`config.mk`:
```
export PLATFORM = sky130hd
export DESIGN_NAME = qspi_xip_arbiter
export DESIGN_NICKNAME = d
export VERILOG_FILES = /design/src/rtl/qspi_xip_arbiter.sv
export SDC_FILE = /design/constraint.sdc
export NUM_CORES = 1
export LEC_CHECK = 0
export ABC_AREA = 1
export CORE_ASPECT_RATIO = 0.8
export CORE_UTILIZATION = 50
export DETAILED_ROUTE_END_ITERATION = 12
export GPL_TIMING_DRIVEN = 0
export PLACE_DENSITY = 0.82
export SLEW_MARGIN = 20
export SYNTH_ARGS = -nofsm -noshare
export SYNTH_HDL_FRONTEND = slang
export SYNTH_SLANG_ARGS = --single-unit
export TNS_END_PERCENT = 100
```
`constraint.sdc`:
```
create_clock -name clk_i -period 21.3 [get_ports clk_i]
set_clock_uncertainty 0.2 [all_clocks]
set_input_delay 5.325 -clock clk_i [delete_from_list [all_inputs] [get_ports clk_i]]
set_output_delay 5.325 -clock clk_i [all_outputs]
set_load 0.01 [all_outputs]
```
`src/rtl/qspi_xip_arbiter.sv`:
```
// Round-robin arbiter sharing one qspi_core between an instruction-fetch port and a data port.
// Optional status-poll timeout is enabled with `define QSPI_ARB_TIMEOUT_EN (adds POLL_MAX and err_o).
module qspi_xip_arbiter #(
   parameter logic [31:0] CFG_WORD = 32'h0F20_8182,
   parameter logic [7:0]  RD_CMD   = 8'hEB,
   parameter logic [7:0]  WR_CMD   = 8'h32
`ifdef QSPI_ARB_TIMEOUT_EN
   ,
   parameter int unsigned POLL_MAX = 1024
`endif
) (
   input  logic        clk_i,
   input  logic        rst_i,
   input  logic        p0_req_i,
   input  logic [23:0] p0_addr_i,
   output logic        p0_gnt_o,
   output logic        p0_rvalid_o,
   output logic [31:0] p0_rdata_o,
   input  logic        p1_req_i,
   input  logic        p1_we_i,
   input  logic [23:0] p1_addr_i,
   input  logic [31:0] p1_wdata_i,
   output logic        p1_gnt_o,
   output logic        p1_rvalid_o,
   output logic [31:0] p1_rdata_o,
   output logic        core_we_o,
   output logic        core_re_o,
   output logic [23:0] core_addr_o,
   output logic [31:0] core_wdata_o,
   input  logic [31:0] core_rdata_i,
`ifdef QSPI_ARB_TIMEOUT_EN
   output logic        err_o,
`endif
   output logic        busy_o
);

   localparam logic [3:0] S_INIT  = 4'd0;
   localparam logic [3:0] S_IDLE  = 4'd1;
   localparam logic [3:0] S_GRANT = 4'd2;
   localparam logic [3:0] S_WDAT  = 4'd3;
   localparam logic [3:0] S_ADDR  = 4'd4;
   localparam logic [3:0] S_CMD   = 4'd5;
   localparam logic [3:0] S_START = 4'd6;
   localparam logic [3:0] S_CLRS  = 4'd7;
   localparam logic [3:0] S_POLL  = 4'd8;
   localparam logic [3:0] S_RDAT  = 4'd9;
   localparam logic [3:0] S_RESP  = 4'd10;
`ifdef QSPI_ARB_TIMEOUT_EN
   localparam logic [3:0] S_ABRT  = 4'd11;
   localparam int unsigned PCNT_W = $clog2(POLL_MAX + 1);
`endif

   localparam logic [23:0] A_CFG    = 24'h00_0000;
   localparam logic [23:0] A_WDATA  = 24'h00_0004;
   localparam logic [23:0] A_RDATA  = 24'h00_0008;
   localparam logic [23:0] A_ADDR   = 24'h00_000C;
   localparam logic [23:0] A_CMD    = 24'h00_0010;
   localparam logic [23:0] A_CTRL   = 24'h00_0014;
   localparam logic [23:0] A_STATUS = 24'h00_0018;

   logic [3:0]  state_q, state_d;
   logic        ph_q, ph_d;
   logic        prio_q, prio_d;
   logic        sel_q, sel_d;
   logic        lwe_q, lwe_d;
   logic [23:0] laddr_q, laddr_d;
   logic [31:0] lwdata_q, lwdata_d;
   logic [31:0] rbuf_q, rbuf_d;
   logic        gnt0_q, gnt0_d, gnt1_q, gnt1_d;
   logic        rv0_q, rv0_d, rv1_q, rv1_d;
   logic [31:0] rd0_q, rd0_d, rd1_q, rd1_d;
   logic        cwe_q, cwe_d, cre_q, cre_d;
   logic [23:0] caddr_q, caddr_d;
   logic [31:0] cwdata_q, cwdata_d;
   logic        busy_q, busy_d;
   logic        launch, req0, req1, win;
`ifdef QSPI_ARB_TIMEOUT_EN
   logic [PCNT_W-1:0] pcnt_q, pcnt_d;
   logic              to_q, to_d;
   logic              err_q, err_d;
`endif

   // Next-state, register-bus sequencing and response generation.
   always_comb begin
      state_d  = state_q;
      ph_d     = ph_q;
      prio_d   = prio_q;
      sel_d    = sel_q;
      lwe_d    = lwe_q;
      laddr_d  = laddr_q;
      lwdata_d = lwdata_q;
      rbuf_d   = rbuf_q;
      gnt0_d   = 1'b0;
      gnt1_d   = 1'b0;
      rv0_d    = 1'b0;
      rv1_d    = 1'b0;
      rd0_d    = rd0_q;
      rd1_d    = rd1_q;
      cwe_d    = 1'b0;
      cre_d    = 1'b0;
      caddr_d  = caddr_q;
      cwdata_d = cwdata_q;
      launch   = 1'b0;
`ifdef QSPI_ARB_TIMEOUT_EN
      pcnt_d   = pcnt_q;
      to_d     = to_q;
      err_d    = 1'b0;
`endif
      // A port whose completion pulse is showing is still holding req for the finished transfer.
      req0 = p0_req_i && !rv0_q;
      req1 = p1_req_i && !rv1_q;
      win  = (req0 && req1) ? prio_q : req1;

      case (state_q)
         S_INIT: begin
            if (!ph_q) begin
               ph_d     = 1'b1;
               cwe_d    = 1'b1;
               caddr_d  = A_CFG;
               cwdata_d = CFG_WORD;
            end else begin
               ph_d    = 1'b0;
               state_d = S_IDLE;
            end
         end
         S_IDLE: begin
            if (req0 || req1) begin
               state_d  = S_GRANT;
               sel_d    = win;
               gnt0_d   = !win;
               gnt1_d   = win;
               lwe_d    = win ? p1_we_i : 1'b0;
               laddr_d  = win ? p1_addr_i : p0_addr_i;
               lwdata_d = win ? p1_wdata_i : 32'h0;
            end
         end
         S_GRANT: begin
            state_d = lwe_q ? S_WDAT : S_ADDR;
            ph_d    = 1'b0;
            launch  = 1'b1;
`ifdef QSPI_ARB_TIMEOUT_EN
            pcnt_d  = '0;
            to_d    = 1'b0;
`endif
         end
`ifdef QSPI_ARB_TIMEOUT_EN
         S_WDAT, S_ADDR, S_CMD, S_START, S_CLRS, S_ABRT: begin
`else
         S_WDAT, S_ADDR, S_CMD, S_START, S_CLRS: begin
`endif
            if (!ph_q) begin
               ph_d = 1'b1;
            end else begin
               ph_d   = 1'b0;
               launch = 1'b1;
               case (state_q)
                  S_WDAT:  state_d = S_ADDR;
                  S_ADDR:  state_d = S_CMD;
                  S_CMD:   state_d = S_START;
                  S_START: state_d = S_CLRS;
                  S_CLRS:  state_d = S_POLL;
                  default: begin
                     state_d = S_RESP;
                     launch  = 1'b0;
                  end
               endcase
            end
         end
         S_POLL: begin
            if (!ph_q) begin
               ph_d = 1'b1;
            end else begin
               ph_d   = 1'b0;
               launch = 1'b1;
               if (core_rdata_i[0]) begin
`ifdef QSPI_ARB_TIMEOUT_EN
                  if (32'(pcnt_q) + 32'd1 >= POLL_MAX) begin
                     state_d = S_ABRT;
                     to_d    = 1'b1;
                     rbuf_d  = 32'hDEAD_BEEF;
                  end else begin
                     pcnt_d  = pcnt_q + PCNT_W'(1);
                     state_d = S_POLL;
                  end
`else
                  state_d = S_POLL;
`endif
               end else begin
                  state_d = S_RDAT;
               end
            end
         end
         // Writes spend this slot idle so both directions share the same response timing.
         S_RDAT: begin
            if (!ph_q) begin
               ph_d = 1'b1;
            end else begin
               ph_d    = 1'b0;
               rbuf_d  = lwe_q ? 32'h0 : core_rdata_i;
               state_d = S_RESP;
            end
         end
         S_RESP: begin
            state_d = S_IDLE;
            prio_d  = !sel_q;
            rv0_d   = !sel_q;
            rv1_d   = sel_q;
            if (sel_q) rd1_d = rbuf_q;
            else       rd0_d = rbuf_q;
`ifdef QSPI_ARB_TIMEOUT_EN
            err_d   = to_q;
`endif
         end
         default: state_d = S_IDLE;
      endcase

      if (launch) begin
         case (state_d)
            S_WDAT:  begin cwe_d = 1'b1; caddr_d = A_WDATA; cwdata_d = lwdata_q;         end
            S_ADDR:  begin cwe_d = 1'b1; caddr_d = A_ADDR;  cwdata_d = {8'h00, laddr_q}; end
            S_CMD:   begin
               cwe_d    = 1'b1;
               caddr_d  = A_CMD;
               cwdata_d = {24'h0, (lwe_q ? WR_CMD : RD_CMD)};
            end
            S_START: begin cwe_d = 1'b1; caddr_d = A_CTRL;  cwdata_d = 32'h21; end
            S_CLRS:  begin cwe_d = 1'b1; caddr_d = A_CTRL;  cwdata_d = 32'h20; end
`ifdef QSPI_ARB_TIMEOUT_EN
            S_ABRT:  begin cwe_d = 1'b1; caddr_d = A_CTRL;  cwdata_d = 32'h00; end
`endif
            S_POLL:  begin cre_d = 1'b1; caddr_d = A_STATUS; end
            S_RDAT:  begin
               if (!lwe_q) begin
                  cre_d   = 1'b1;
                  caddr_d = A_RDATA;
               end
            end
            default: ;
         endcase
      end

      busy_d = (state_d != S_IDLE);
   end

   always_ff @(posedge clk_i or posedge rst_i) begin
      if (rst_i) begin
         state_q  <= S_INIT;
         ph_q     <= 1'b0;
         prio_q   <= 1'b0;
         sel_q    <= 1'b0;
         lwe_q    <= 1'b0;
         laddr_q  <= 24'h0;
         lwdata_q <= 32'h0;
         rbuf_q   <= 32'h0;
         gnt0_q   <= 1'b0;
         gnt1_q   <= 1'b0;
         rv0_q    <= 1'b0;
         rv1_q    <= 1'b0;
         rd0_q    <= 32'h0;
         rd1_q    <= 32'h0;
         cwe_q    <= 1'b0;
         cre_q    <= 1'b0;
         caddr_q  <= 24'h0;
         cwdata_q <= 32'h0;
         busy_q   <= 1'b0;
`ifdef QSPI_ARB_TIMEOUT_EN
         pcnt_q   <= '0;
         to_q     <= 1'b0;
         err_q    <= 1'b0;
`endif
      end else begin
         state_q  <= state_d;
         ph_q     <= ph_d;
         prio_q   <= prio_d;
         sel_q    <= sel_d;
         lwe_q    <= lwe_d;
         laddr_q  <= laddr_d;
         lwdata_q <= lwdata_d;
         rbuf_q   <= rbuf_d;
         gnt0_q   <= gnt0_d;
         gnt1_q   <= gnt1_d;
         rv0_q    <= rv0_d;
         rv1_q    <= rv1_d;
         rd0_q    <= rd0_d;
         rd1_q    <= rd1_d;
         cwe_q    <= cwe_d;
         cre_q    <= cre_d;
         caddr_q  <= caddr_d;
         cwdata_q <= cwdata_d;
         busy_q   <= busy_d;
`ifdef QSPI_ARB_TIMEOUT_EN
         pcnt_q   <= pcnt_d;
         to_q     <= to_d;
         err_q    <= err_d;
`endif
      end
   end

   assign p0_gnt_o     = gnt0_q;
   assign p0_rvalid_o  = rv0_q;
   assign p0_rdata_o   = rd0_q;
   assign p1_gnt_o     = gnt1_q;
   assign p1_rvalid_o  = rv1_q;
   assign p1_rdata_o   = rd1_q;
   assign core_we_o    = cwe_q;
   assign core_re_o    = cre_q;
   assign core_addr_o  = caddr_q;
   assign core_wdata_o = cwdata_q;
   assign busy_o       = busy_q;
`ifdef QSPI_ARB_TIMEOUT_EN
   assign err_o        = err_q;
`endif

endmodule

```
==> impl_metrics.csv <==
group,metric,value,unit
floorplan,die_w,153,um
routing,avgViaCountPerCell,5.25,
sta,setup_ws,14.01,ns
sta,worst_pin_slew,0.838,ns
routing,wl_per_cell,17.0,um
clock_network,htreeDepth,1,
critical_path,crit_path_start_kind,"input port",
sta,relSlewSlack,43.9,%
layout,mostFrequentLayoutCell,"nand2_1",
routing,drcViolationCount,0,
floorplan,die_h,123,um
sta,maxSlewViolCount,0,
clock_network,clk_pin_slew_worst_paths,0.07,ns
critical_path,cp_data_required_time,21.51,ns
power,p_int,1.09,mW
routing,drtIter0Drc,611,
global_route,grtUsageMet1,40.7,%
global_route,overflow,0,
power,p_per_area,137,nW/um2
sta,fin_setup_tns,0,ns
global_route,antenna_found_initial,0,
clock_network,clock_sinks,223,
clock_network,cts_root_buf,"clkbuf_16",
global_route,grt_max_degree,102,
layout,final_nets,1383,
power,p_sw,643,uW
floorplan,fp.coreArea,17600,um2
placed_design,placed_cell_area,11900,um2
floorplan,floorplan.initialDensity,51.9,%
global_route,grt_pass1_vias,7807,
layout,final-instance-count-excl-fill,1505,
floorplan,rows,43,
logic_synthesis,yosysSeqAreaShare,60.9,%
placed_design,dp_cells,1467,
layout,area_growth_syn_to_layout,38.0,%
layout,layout_common_cells,"294 x nand2_1, 243 x clkdlybuf4s50_1, 223 x dfrtp_1",
placed_design,detailedPlace.worstSlack,13.50,ns
layout,diodes,0,
logic_synthesis,synth_area,9160,um2
logic_synthesis,synth_warnings,0,
sta,min_period,7.29,ns
global_route,met3_usage,6.06,%
clock_network,cts_buffers,22,
clock_network,worstSkewPairLatency,0.50,ns
logic_synthesis,synth_cell_types,30,
routing,dr.pass1.iters,5,
clock_network,post_cts_resized,0,
critical_path,endpoint_kind,"flop",
power,ir_drop,0.0765,mV
clock_network,cts_tree,"done",
sta,fin_crit_sh,34.2,%
outcome,status,"complete, no violations",
placed_design,globalplace.congestion,0.871,
placed_design,io_buffers,243,
logic_synthesis,avgSynthCellArea,9.19,um2
layout,fillerInstances,1339,
min_path,hold_path_class,"flop to flop",
power,seq_power_share,37.8,%
layout,multi_input_area,3020,um2
power,clkPwrFrac,22.1,%
global_route,use_met2,42.9,%
clock_network,cts_setup_buffers,0,
routing,vias,7898,
clock_network,hold_buffers,0,
floorplan,pin_count,244,
logic_synthesis,synth_fp_nets,1114,
critical_path,r2r_cells,8,
layout,layout-drive-gt1-share,7.27,%
power,pwr-share-comb,40.2,%
global_route,grt_usage,28.0,%
logic_synthesis,synthCells,997,
critical_path,crit_arrival,7.50,ns
sta,finalHoldViolations,0,
sta,max_freq,0.137,GHz
layout,design_area,12600,um2
critical_path,crit_type,"input port to flop",
clock_network,cts_max_path_buffers,3,
run,cap_violations,0,
power,p_sw_share,37.1,%
min_path,min_path_cells,1,
global_route,busiest_layer,"met2",
routing,antenna_left,0,
sta,setup_violations,0,
power,power.leakage,5.89,nW
placed_design,dp_hpwl,18500,um
logic_synthesis,ys_seq_elements,223,
sta,rsz0062_at_grt,"false",
global_route,grt_pass1_wl,41300,um
layout,layout.area.seq,5580,um2
routing,drt-total-wl,25600,um
floorplan,dieArea,18900,um2
critical_path,crit_path_max_fanout,10,
## power groups by stage
stage / Sequential [mW] / Combinational (mW) / Clock (mW)
3_5_place_dp: 0.658 / 0.690 / 0
5_1_grt: 0.671 / 0.769 / 0.405
2_1_floorplan: 0.673 / 0.382 / 0
4_1_cts: 0.652 / 0.695 / 0.388
6_report: 0.655 / 0.697 / 0.383
3_3_place_gp: 0.654 / 0.672 / 0
## sequential cells by signal (all words and copies together), names as in the netlist
register / flops
busy_o: 1
core_wdata_o: 32
p1_rvalid_o: 1
p1_rdata_o: 32
laddr_q: 24
ph_q: 1
sel_q: 1
core_we_o: 1
p1_gnt_o: 1
p0_rvalid_o: 1
lwdata_q: 32
state_q: 4
core_re_o: 1
p0_rdata_o: 32
rbuf_q: 32
p0_gnt_o: 1
core_addr_o: 24
prio_q: 1
lwe_q: 1
## cells by family after synthesis
group           after synthesis  synth area share, %
compound gates              162                 10.2
buf+inv                     135                 6.11
xor+xnor                      1               0.0956
simple gates                476                 22.7
flops                       223                 60.9
## worst max-delay path, cell delays in order
cell and delay, ns:
clkdlybuf4s50_1 0.45, nand2_1 0.07, inv_1 0.05, nand2_1 0.10
nor2_1 0.66, clkbuf_1 0.61, nand2_1 0.10, o21ai_0 0.12
## metrics by stage
stage	util, %	hold slack, ns	power (mW)
6_report	71.6	0.252	1.73
5_1_grt	71.6	0.270	1.85
3_3_place_gp	67.3	0.238	1.33
2_1_floorplan	-	0.225	1.05
3_5_place_dp	67.6	0.239	1.35
4_1_cts	71.6	0.250	1.74
## final cells by class
class	instances	area share, %
Sequential cell	223	44.1
Buffer	53	1.99
Multi-Input combinational cell	639	23.9
Clock inverter	5	0.426
Inverter	82	2.49
Timing Repair Buffer	245	19.7
Clock buffer	33	5.17
Tap cell	225	2.23
## worst paths after layout
path                       slack (ns)            startpoint                       end
hold / removal                   0.25     sel_q$_DFFE_PP0P_     p0_rvalid_o$_DFF_PP0_
setup reg to reg                18.65  state_q[0]$_DFF_PP0_  lwdata_q[24]$_DFFE_PP0P_
max in group asynchronous       15.18                 rst_i    laddr_q[7]$_DFFE_PP0P_
min in group asynchronous        4.99                 rst_i   lwdata_q[1]$_DFFE_PP0P_
hold reg to reg                  0.25     sel_q$_DFFE_PP0P_     p0_rvalid_o$_DFF_PP0_
setup / recovery                14.01              p1_req_i  lwdata_q[24]$_DFFE_PP0P_
## cell usage after synthesis
| cell type | count | area (um2) |
|---|---|---|
| nand3_4 | 3 | 52.6 |
| inv_1 | 67 | 251 |
| a21oi_2 | 1 | 8.76 |
| o21ai_0 | 118 | 591 |
| nand2_4 | 1 | 11.3 |
| o21ai_1 | 9 | 45.0 |
| nand2_1 | 294 | 1100 |
| nor2_2 | 6 | 37.5 |
| nand2_2 | 7 | 43.8 |
| nor2_4 | 4 | 45.0 |
| nand3_2 | 4 | 40.0 |
| dfrtp_1 | 223 | 5580 |
| clkinv_1 | 1 | 3.75 |
| a21oi_1 | 4 | 20.0 |
| nand3_1 | 97 | 485 |
| o211ai_1 | 2 | 15.0 |
| or2_2 | 2 | 12.5 |
| buf_2 | 3 | 15.0 |
| nand4_1 | 11 | 68.8 |
| buf_4 | 7 | 52.6 |
| nor2_1 | 47 | 176 |
| inv_2 | 14 | 52.6 |
| clkbuf_1 | 39 | 146 |
| a21oi_4 | 2 | 32.5 |
| a22o_1 | 23 | 201 |
| buf_6 | 3 | 33.8 |
| o22ai_1 | 2 | 12.5 |
| o21ai_2 | 1 | 8.76 |
| xor2_1 | 1 | 8.76 |
| buf_1 | 1 | 3.75 |
## metal layers
metal	up-vias	routed length (um)
met5	-	0
met4	0	533
met3	44	1710
met2	263	11400
li1	3757	-
met1	3834	12000
Power figures use the tool's default switching activity.
